`config.mk`:
```
export PLATFORM = sky130hd
export DESIGN_NAME = mem_access_ctrl
export DESIGN_NICKNAME = d
export VERILOG_FILES = /design/src/rtl/mem_access_ctrl_pkg.sv /design/src/rtl/dff.sv /design/src/rtl/mem_access_ctrl_wait_cnt.sv /design/src/rtl/mem_access_ctrl.sv
export SDC_FILE = /design/constraint.sdc
export NUM_CORES = 1
export LEC_CHECK = 0
export CORE_AREA = 2 2 78 65
export CTS_CLUSTER_DIAMETER = 100
export DETAILED_ROUTE_END_ITERATION = 10
export DIE_AREA = 0 0 80 67
export GPL_TIMING_DRIVEN = 0
export PLACE_DENSITY_LB_ADDON = 0.3
export SLEW_MARGIN = 20
export SYNTH_ARGS = -nofsm -noshare
export SYNTH_HDL_FRONTEND = slang
export SYNTH_SLANG_ARGS = --single-unit
```
`constraint.sdc`:
```
create_clock -name clk -period 3.5 [get_ports clk]
set_input_delay 0.525 -clock clk [delete_from_list [all_inputs] [get_ports clk]]
set_output_delay 0.525 -clock clk [all_outputs]
set_load 0.05 [all_outputs]
```
`src/rtl/mem_access_ctrl_pkg.sv`:
```
// Shared definitions for the memory-stage access controller:
// FSM state encoding and default parameter values.
package mem_access_ctrl_pkg;

    localparam logic [1:0] ST_IDLE = 2'b00;
    localparam logic [1:0] ST_WAIT = 2'b01;
    localparam logic [1:0] ST_DONE = 2'b10;
    localparam logic [1:0] ST_ERR  = 2'b11;

    localparam int DEFAULT_DATA_W  = 16;
    localparam int DEFAULT_TIMEOUT = 64;

endpackage

```
`src/rtl/dff.sv`:
```
// Generic enabled D flip-flop with asynchronous active-high reset to RST_VAL.
module dff #(
    parameter int             W       = 1,
    parameter logic [W-1:0]   RST_VAL = '0
) (
    input  logic         clk,
    input  logic         rst,
    input  logic         en,
    input  logic [W-1:0] d,
    output logic [W-1:0] q
);

    // Load d when enabled; reset forces the reset value immediately.
    always_ff @(posedge clk or posedge rst) begin
        if (rst) begin
            q <= RST_VAL;
        end else if (en) begin
            q <= d;
        end
    end

endmodule

```
`src/rtl/mem_access_ctrl_wait_cnt.sv`:
```
// Wait-cycle counter for outstanding memory accesses. Cleared when an access
// is issued, incremented once per WAIT cycle, saturating at TIMEOUT-1.
// tc flags the increment that brings the count to TIMEOUT-1, so the FSM
// can leave WAIT on the same edge the counter reaches its terminal value.
module mem_wait_cnt
    import mem_access_ctrl_pkg::*;
#(
    parameter int TIMEOUT = DEFAULT_TIMEOUT,
    parameter int CNT_W   = $clog2(TIMEOUT)
) (
    input  logic clk,
    input  logic rst,
    input  logic clr,
    input  logic en,
    output logic tc
);

    localparam logic [CNT_W-1:0] LAST = CNT_W'(TIMEOUT - 1);
    localparam logic [CNT_W-1:0] PRE  = CNT_W'(TIMEOUT - 2);

    logic [CNT_W-1:0] cnt;

    // Count WAIT cycles; never wraps past TIMEOUT-1.
    always_ff @(posedge clk or posedge rst) begin
        if (rst) begin
            cnt <= '0;
        end else if (clr) begin
            cnt <= '0;
        end else if (en && (cnt != LAST)) begin
            cnt <= cnt + CNT_W'(1);
        end
    end

    assign tc = en && (cnt == PRE);

endmodule

```
`src/rtl/mem_access_ctrl.sv`:
```
// Memory-stage access controller. Issues one-cycle read/write/dump strobes
// to a variable-latency data memory, stalls the pipeline while an access is
// outstanding, hands read data to MEM/WB as the instruction leaves the stage
// and traps misaligned, conflicting, failed and timed-out accesses.
module mem_access_ctrl
    import mem_access_ctrl_pkg::*;
#(
    parameter int DATA_W  = DEFAULT_DATA_W,
    parameter int TIMEOUT = DEFAULT_TIMEOUT
) (
    input  logic              clk,
    input  logic              rst,
    input  logic              nop_in,
    input  logic              req_rd,
    input  logic              req_wr,
    input  logic              halt_in,
    input  logic [DATA_W-1:0] req_addr,
    input  logic [DATA_W-1:0] req_wdata,
    input  logic [DATA_W-1:0] mem_rdata,
    input  logic              mem_done,
    input  logic              mem_stall,
    input  logic              mem_err,
    output logic [DATA_W-1:0] mem_addr,
    output logic [DATA_W-1:0] mem_wdata,
    output logic              mem_rd,
    output logic              mem_wr,
    output logic              mem_createdump,
    output logic [DATA_W-1:0] rdata_out,
    output logic              stall_out,
    output logic              err_out
);

    logic [1:0]        state;
    logic [1:0]        state_nxt;
    logic [DATA_W-1:0] hold;
    logic              hold_en;
    logic              err_q;
    logic              err_set;
    logic              cnt_clr;
    logic              cnt_en;
    logic              cnt_tc;

    logic              access;
    logic              dump_req;
    logic              illegal;

    // Address and store data go straight through; only strobes qualify them.
    assign mem_addr  = req_addr;
    assign mem_wdata = req_wdata;
    assign err_out   = err_q;

    // A HALT only dumps when it is not sharing the slot with a load/store.
    assign access   = ~nop_in & (req_rd | req_wr);
    assign dump_req = ~nop_in & halt_in & ~req_rd & ~req_wr;
    assign illegal  = access & ((req_rd & req_wr) | req_addr[0]);

    dff #(.W(2), .RST_VAL(ST_IDLE)) u_state (
        .clk (clk),
        .rst (rst),
        .en  (1'b1),
        .d   (state_nxt),
        .q   (state)
    );

    dff #(.W(DATA_W), .RST_VAL('0)) u_hold (
        .clk (clk),
        .rst (rst),
        .en  (hold_en),
        .d   (mem_rdata),
        .q   (hold)
    );

    // Once set, only reset clears the error flag.
    dff #(.W(1), .RST_VAL(1'b0)) u_err (
        .clk (clk),
        .rst (rst),
        .en  (err_set),
        .d   (1'b1),
        .q   (err_q)
    );

    mem_wait_cnt #(.TIMEOUT(TIMEOUT)) u_wait_cnt (
        .clk (clk),
        .rst (rst),
        .clr (cnt_clr),
        .en  (cnt_en),
        .tc  (cnt_tc)
    );

    // Next-state, strobe, stall and read-data selection.
    always_comb begin
        state_nxt      = state;
        mem_rd         = 1'b0;
        mem_wr         = 1'b0;
        mem_createdump = 1'b0;
        stall_out      = 1'b0;
        rdata_out      = hold;
        hold_en        = 1'b0;
        err_set        = 1'b0;
        cnt_clr        = 1'b0;
        cnt_en         = 1'b0;

        case (state)
            ST_IDLE: begin
                if (illegal) begin
                    stall_out = 1'b1;
                    err_set   = 1'b1;
                    state_nxt = ST_ERR;
                end else if (access) begin
                    if (mem_stall) begin
                        // Memory cannot take it yet; hold the pipe and retry.
                        stall_out = 1'b1;
                    end else begin
                        mem_rd = req_rd;
                        mem_wr = req_wr;
                        if (mem_done && mem_err) begin
                            stall_out = 1'b1;
                            err_set   = 1'b1;
                            state_nxt = ST_ERR;
                        end else if (mem_done) begin
                            // Hit: forward the memory data combinationally.
                            rdata_out = mem_rdata;
                        end else begin
                            stall_out = 1'b1;
                            cnt_clr   = 1'b1;
                            state_nxt = ST_WAIT;
                        end
                    end
                end else if (dump_req) begin
                    mem_createdump = 1'b1;
                end
            end
            ST_WAIT: begin
                stall_out = 1'b1;
                cnt_en    = 1'b1;
                if (mem_done && mem_err) begin
                    err_set   = 1'b1;
                    state_nxt = ST_ERR;
                end else if (mem_done) begin
                    hold_en   = 1'b1;
                    state_nxt = ST_DONE;
                end else if (cnt_tc) begin
                    err_set   = 1'b1;
                    state_nxt = ST_ERR;
                end
            end
            ST_DONE: begin
                // Instruction leaves the stage at this edge; do not reissue.
                state_nxt = ST_IDLE;
            end
            ST_ERR: begin
                stall_out = 1'b1;
            end
            default: begin
                state_nxt = ST_IDLE;
            end
        endcase

        // Reset silences every strobe and the stall, and hides any bypass.
        if (rst) begin
            mem_rd         = 1'b0;
            mem_wr         = 1'b0;
            mem_createdump = 1'b0;
            stall_out      = 1'b0;
            rdata_out      = hold;
        end
    end

endmodule
```
# == Word-level counts from Yosys, hierarchy flattened ==
# Cells that the tools add are included.
# classes
addsub,1
eq_ne,9
mux,57
n_bitwise,11
reduce_logical,8
# ops
operator,count
16-bit two-way mux,7
1-bit two-way mux,37
2-bit two-way mux,8
6-bit two-way mux,2
4-bit inequality test (second input constant),2
6-bit by 1-bit adder with 6-bit output (second input constant),1
1-bit AND,6
6-bit == test (second input constant),1
3-bit inequality test (second input constant),2
6-bit inequality test (second input constant),1
2-bit case mux with 3 select lines,1
5-bit AND reduction,1
2-bit == test (second input constant),2
1-bit case mux with 2 select lines,2
1-bit logical AND,3
1-bit inverter,3
3-bit nonzero test,1
2-bit by 1-bit == test with 1-bit output (second input constant),1
2-bit zero test,1
1-bit bitwise OR,2
2-bit nonzero test,1
2-bit OR reduction,1
# totals
regBits,25
in_bits,57
output_inout_bits,53

# == Depth between registers and ports, before layout ==
# Gate-level depths: netlist of run 1.
# logic_depth
word_depth,9
depth_mapped,7

# == Hierarchy ==
# A second synthesis of run 1 with hierarchy kept.
# hier_totals
hier_cells,165
area_unflattened_um2,1875.5
# modules_own_cells
module,instances,cells_each,area_each_um2,seq_area_each_um2
mem_access_ctrl,1,82,723.2,0.0
dff (u_hold),1,35,653.1,400.4
mem_wait_cnt,1,40,379.1,150.1
dff (u_state),1,5,76.3,50.0
dff (u_err),1,3,43.8,25.0

# == Worst setup path after synthesis of run 1 ==
# OpenSTA, ideal clock, no wires.
# synth_timing
kind,reg-to-output
startpoint,register u_state.q[0]
endpoint,output port stall_out
arrival_time_ps,1943
t_required_ps,2975
path_slack_ps,1032
path_stages_with_launch,6
path_cell_list,dfrtp_1 > inv_1 > ha_1 > and2b_1 > a211oi_1 > nor3_1
# synth_between
elab_chain_len,4
elab_cells_between_ends,6
# synth_lines
item,line,rtl
start: declaration,dff.sv:10,output logic [W-1:0] q
start signal: assignment,dff.sv:16,q <= RST_VAL;
start signal: assignment,dff.sv:18,q <= d;
2-bit by 1-bit == test with 1-bit output or 2-bit == test (tied branches),mem_access_ctrl.sv:103,case (state)
2-bit OR reduction (no source line),-,
1-bit case mux with 2 select lines *,mem_access_ctrl.sv:103,
1-bit two-way mux *,mem_access_ctrl.sv:160,if (rst) begin
end: declaration,mem_access_ctrl.sv:29,"output logic stall_out,"
# Every way passes the cells marked *; elsewhere a longest branch is shown, timed or not.

# == Worst setup path in the final report of run 1 ==
# layout_timing
startpoint,input port req_rd
endpoint,output port rdata_out[8]
# layout_between
elab_chain_len,6
elab_cells_between_ends,9
# layout_lines
item,line,rtl
start: declaration,mem_access_ctrl.sv:14,"input logic req_rd,"
1-bit bitwise OR or 1-bit AND (tied branches),"mem_access_ctrl.sv:53, mem_access_ctrl.sv:55",
1-bit AND or 1-bit bitwise OR (tied branches),"mem_access_ctrl.sv:53, mem_access_ctrl.sv:55",
16-bit two-way mux or 1-bit AND (tied branches),"mem_access_ctrl.sv:109, mem_access_ctrl.sv:55",
16-bit two-way mux *,mem_access_ctrl.sv:105,if (illegal) begin
16-bit two-way mux *,mem_access_ctrl.sv:103,
16-bit two-way mux *,mem_access_ctrl.sv:160,
end: declaration,mem_access_ctrl.sv:28,"output logic [DATA_W-1:0] rdata_out,"
# Marked as above.

==> results of run 1 <==
==> kinds of logic (layout without fill, tap and decap cells) <==
| group | count (synthesis) | in the layout | share of synthesized area [%] |
|---|---|---|---|
| AOI/OAI and AO/OA | 18 | 18 | 7.194 |
| adders and majority gates | 7 | 7 | 4.936 |
| xor gates and xnor gates | 3 | 3 | 1.481 |
| buffers and inverters | 43 | 124 | 17.07 |
| DFF | 25 | 25 | 35.26 |
| muxes | 34 | 34 | 21.51 |
| and+or+nand+nor | 38 | 38 | 12.55 |
==> how the worst max path moves through the flow <==
stage                                         from             end  slack, ns  cells after the start
after global routing                           rst  mem_createdump     0.0006                      4
final                                       req_rd    rdata_out[8]       0.20                      7
after detailed placement                    req_rd    rdata_out[9]      -0.10                      7
after global placement                      req_rd    rdata_out[8]      -0.09                      7
after CTS                                   req_rd    rdata_out[2]       0.05                      6
after floorplan           u_state.q[0]$_DFFE_PP0P_       stall_out       1.03                      5
==> power breakdown <==
group	switching [W]	leakage (nW)	internal, W
clock network	0.0000877	0.0228	0.0000814
registers	0.0000871	0.285	0.000430
logic	0.000740	0.893	0.000497
total	0.000915	1.20	0.00101
==> routing by layer <==
metal	global-route usage, %	vias up	share of wire [%]
met1	17.79	671	40
met2	26.56	70	50
met5	0	-	0
li1	-	720	-
met3	4.201	4	9.0
met4	3.814	0	1.0
==> cell usage in the layout, fill, tap and decap left out, types with 5 or more instances in the layout <==
cell and n:
clkdlybuf4s50_1 61, mux2_2 33, buf_4 32, dfrtp_1 25, nor2_1 10, dlygate4sd2_1 10
ha_1 7, dlymetal6s2s_1 6, inv_1 5, o21ai_0 5
==> stage by stage <==
step                      cells  power [W]
after floorplan             168   0.001453
after global placement      305   0.001796
after detailed placement    305   0.001810
after CTS                   309   0.001946
after global routing        309   0.002058
final                       309   0.001923
==> state kept, by name (all words and copies together) (netlist names) <==
name	flops
u_wait_cnt.cnt	6
u_hold.q	16
u_state.q	2
u_err.q	1
==> layout make-up <==
cell class | count | share of cell area (%)
multi-input combinational | 100 | 31.66
sequential | 25 | 23.42
buffer | 37 | 10.49
timing repair buffer | 77 | 28.95
tap | 60 | 2.810
clock buffer | 4 | 1.686
inverter | 6 | 0.9836
==> impl_results.md, run 1 <==
- Die width: roughly 80 um
- Run status: finished, final reports clean
- Number of synthesized flops with an enable pin: 0
- Gate Count Post-Synth: ~170
- Die ar.: between 0.005 and 0.006 mm2
- Clock Tree Buf Depth: 2
- DIE HEIGHT: approximately 67 um
- Count of max-cap constraint violations: 0
- Synth async-reset ratio: 100.0%
- RSZ-0062 raised after global routing: false
- Mapped cell area: 0.001774 mm2
- CTS root buf: clkbuf_8
- Synth top area cells: dfrtp_1, mux2_2, buf_4, ha_1, nor2_1
- Delay-heaviest family, CP: buffers and inverters
- Cell taking the most area after synthesis: dfrtp_1
- Final worst-path setup slack: roughly 0.2 ns
- Overflow after GRT: 0
- Final setup vio count: 0
- Worst-path maximum fanout: 10
- CTS resizes: 11
- Gpl congestion: around 0.85
- Synth-to-Final Area Change: 50.56%
- RR Startpoint: u_state.q[0]$_DFFE_PP0P_
- Nets: 314
- Post-CTS Setup Repair Bufs: 0
- Clk pin slew, worst setup/hold paths: approximately 0.08 ns
- Commonest cells in the netlist: mux2_2, buf_4, dfrtp_1, nor2_1, ha_1
- Seq/Total Area, Yosys: 35.26%
- Max VDD drop: ~0.43 mV
- Final hold vios: 0
- Terminus of the critical flop-to-flop path: u_state.q[1]$_DFFE_PP0P_
- Final worst path period share: between 90 and 100%
- Final setup skew: roughly 0.0073 ns
- Clock Sinks: 25
- Crit path cell chain: clkdlybuf4s50_1 -> xor2_1 -> nand3_2 -> nor3_4 -> buf_8 -> mux2_2 -> dlygate4sd2_1
- Final wirelength: approximately 4 mm
- Crit path DAT: approximately 2.8 ns
- Crit path kind: input pin to output pin
- Final Critical Period: approximately 3.3 ns
- FMAX: ~300 MHz
- Multi-input logic area: approximately 850 um2
- Yosys top cell area share: 35.26%
- CP bufs+invs: 3
- FF-to-FF path depth: 6
- Inserted Diodes: 0
- Hold_buf cts: 0
- Nature of the critical path endpoint: output pin
- Fin. max-slew vios: 0
- Slew Limit Headroom: approximately 64%
- Util after Layout: 59.17%
- Leak: between 1 and 1.5 nW
- Number of global-route vias before repair: 1420
- DRT iter0 DRCs: 63
- Worst Tran Pin Value: 0.5382 ns
- 1st-pass router iterations: 4
- Distinct cells, synth: 41
- CTS H-tree lvls: 1
- First-pass GRT wire length: roughly 6.3 mm
- Drc violations: 0
- TritonCTS clock tree: yes
- Hold path start: u_err.q$_DFFE_PP0P_
- Hold Path Class: flop to flop
- Dominant cell by count in the synthesized netlist: mux2_2
- Pwr dens: between 700 and 800 mW/mm2
- Fin Hold WS: between 0.4 and 0.5 ns
- Ys Warns: 0
- Reg-to-reg setup timing slack: roughly 1.4 ns
- Total CTS buffers: 3
- Syn nets: about 230
- Seq cells post-synth: 25
- Via Count: between 1000 and 1500
- Largest net degree at the start of global routing: 27
- Hold Path End: u_err.q$_DFFE_PP0P_
- Dpl ws: -0.1038 ns
- # fillers: between 400 and 500
- CP Data Required Time: between 2 and 3 ns
- Layout cells sized above 1: between 30% and 40%
- Fin Setup TNS: 0 ns
- Reg area: roughly 630 um2
- Top FF cell, synth: dfrtp_1
- Num ports: 110
- GR Util All Layers: 14.95%
- Cell area after layout: between 0.002 and 0.003 mm2
- Startpoint types: input pin
- Worst path max stage delay: 0.60 ns
- Routed Antenna Nets: 0
- Clk_lat worst skew: around 0.27 ns
- Slowest stage cell, crit path: clkdlybuf4s50_1
- Placed Area: approximately 0.0026 mm2
- FP Rows: 22
- PortBufs: 77
- Vias/cell: 4.741
- Initial antenna violation count: 0
- Wirelength per Cell: roughly 13 um
- Avg Cell Area, Syn: 10.56 um2
- Core ar.: between 0.004 and 0.005 mm2
- Initial core utilization: between 30% and 40%
- DPL Wire Length: between 3 and 4 mm
- Hold Path Depth: 1
Power figures use the tool's default switching activity.
==> run 2, diff against run 1 <==
clock period = 4.3 ns   (was 3.5 ns; I/O delays follow)
==> impl_results.md, run 2 (same netlist as run 1, synthesis figures left out) <==
- Run status: finished, final reports clean
- Initial antenna violation count: 0
- Crit path kind: input pin to output pin
- Delay-heaviest family, CP: buffers and inverters
- DPL Wire Length: approximately 3.2 mm
- Routed Antenna Nets: 0
- Die ar.: 0.005360 mm2
- Slowest stage cell, crit path: clkdlybuf4s50_1
- Final wirelength: 3.962 mm
- Final setup vio count: 0
- CTS root buf: clkbuf_8
- First-pass GRT wire length: 6.306 mm
- CTS resizes: 0
- Final Non-Filler Cells: 309
- # fillers: 400
- CP most frequent cell: clkdlybuf4s50_1
- Final setup skew: around 0.0058 ns
- Initial core utilization: about two fifths
- Clk pin slew, worst setup/hold paths: around 0.080 ns
- Wirelength per Cell: 12.82 um
- Startpoint types: input pin
- GR Util All Layers: 14.95%
- Synth-to-Final Area Change: 50.21%
- Number of global-route vias before repair: roughly 1400
- TritonCTS clock tree: yes
- Crit path DAT: between 3 and 4 ns
- Die width: about 80 um
- Final Critical Period: roughly 3.8 ns
- Gpl congestion: between 0.8 and 0.9
- Fin Setup TNS: 0 ns
- Worst-path maximum fanout: 10
- Most common cell after layout, fill and taps aside: clkdlybuf4s50_1
- Slew Limit Headroom: roughly two fifths
- DIE HEIGHT: about 67 um
- FMAX: 260.9 MHz
- Nature of the critical path endpoint: output pin
- CP bufs+invs: 3
- Worst Tran Pin Value: between 0.8 and 0.9 ns
- RSZ-0062 raised after global routing: false
- DRT iter0 DRCs: 67
- Worst path max stage delay: slightly above 0.7 ns
- Largest net degree at the start of global routing: 27
- Total CTS buffers: 3
- 1st-pass router iterations: 4
- CTS H-tree lvls: 1
- Pwr dens: ~600 mW/mm2
- Max VDD drop: between 0.3 and 0.4 mV
- Hold Path Class: flop to flop
- Post-CTS Setup Repair Bufs: 0
- Largest registers: u_hold.q: 16 flops, u_wait_cnt.cnt: 6 flops, u_state.q: 2 flops
- Leak: 1.127 nW
- Layout cells sized above 1: a little under a third
- Most frequent cells in the layout: clkdlybuf4s50_1, mux2_2, buf_4, dfrtp_1, nor2_1
- Clock Sinks: 25
- Largest Register: u_hold.q
- Placed instance count: just over 300
- Count of max-cap constraint violations: 0
- Overflow after GRT: 0
- Clk_lat worst skew: between 0.2 and 0.3 ns
- CP Data Required Time: 3.65 ns
- Vias/cell: around 4.7
- Fin. max-slew vios: 0
- Final worst path period share: approximately nine tenths
- FP Rows: 22
- Max reg flops: 16
- Nets: roughly 310
- Hold_buf cts: 0
- Num ports: 110
- Clock Tree Buf Depth: 2
- Via Count: approximately 1500
- Drc violations: 0
- Core ar.: 0.004514 mm2
- Crit path cell chain: clkdlybuf4s50_1 -> xor2_1 -> nand3_2 -> nor3_4 -> buf_8 -> mux2_2 -> clkdlybuf4s50_1
- Inserted Diodes: 0
- PortBufs: 77
- Final hold vios: 0
==> run 2: cell count changes in the layout (fill, tap and decap cells not counted) <==
| cell | delta |
|---|---|
| clkdlybuf4s50_1 | +16 |
| clkinvlp_4 | -1 |
| clkinv_1 | +1 |
| dlymetal6s2s_1 | -6 |
| dlygate4sd2_1 | -10 |
==> run 2: final cells by class <==
class,count,area [um2],share of cell area [%]
Inverter,6,22.52,0.8451
Multi-Input combinational cell,100,845.8,31.74
Tap cell,60,75.07,2.817
Timing Repair Buffer,77,770.7,28.92
Buffer,37,280.3,10.52
Clock buffer,4,45.04,1.690
Sequential cell,25,625.6,23.47
==> run 2: worst paths after layout <==
path | slack, ns | startpoint | cells past startpoint | end
min in group asynchronous | 0.96 | rst | 2 | u_state.q[0]$_DFFE_PP0P_
min reg2reg | 0.47 | u_err.q$_DFFE_PP0P_ | 1 | u_err.q$_DFFE_PP0P_
max reg2reg | 2.23 | u_state.q[0]$_DFFE_PP0P_ | 6 | u_state.q[1]$_DFFE_PP0P_
max in group asynchronous | 2.92 | rst | 2 | u_wait_cnt.cnt[1]$_DFFE_PP0P_
min | 0.47 | u_err.q$_DFFE_PP0P_ | 1 | u_err.q$_DFFE_PP0P_
max | 0.47 | req_rd | 7 | rdata_out[8]
==> run 2: routing by layer <==
| metal | track usage (%) | routed length [um] |
|---|---|---|
| met5 | 0 | 0 |
| met4 | 3.814 | 40 |
| met3 | 4.201 | 350 |
| met2 | 26.56 | 1975 |
| met1 | 17.79 | 1596 |
==> run 2: worst reg2reg max path, stage by stage (launching register included) <==
cell      delay (ns)
dfrtp_1         0.41
inv_1           0.13
ha_1            0.21
and2b_1         0.21
o21ai_0         0.14
a222oi_1        0.47
mux2_2          0.39
==> run 2: per-stage QoR <==
step                      hold WS [ns]  total power, W  worst slack, ns  instance area [um2]  util [%]
after floorplan                 0.4754        0.001183            1.611                 1774         -
after global placement          0.4532        0.001462           0.4679                 2620     58.04
after detailed placement        0.4562        0.001473           0.4562                 2620     58.04
after CTS                       0.4757        0.001620           0.4520                 2665     59.04
after global routing            0.5187        0.001716           0.1976                 2665     59.04
final                           0.4700        0.001604           0.4677                 2665     59.04
==> run 2: power breakdown <==
part,total (W),switching (W),leakage (nW),internal [W]
registers,0.000421,0.0000705,0.285,0.000350
clock network,0.000139,0.0000725,0.0228,0.0000663
logic,0.00104,0.000603,0.819,0.000441
total,0.00160,0.000746,1.13,0.000858
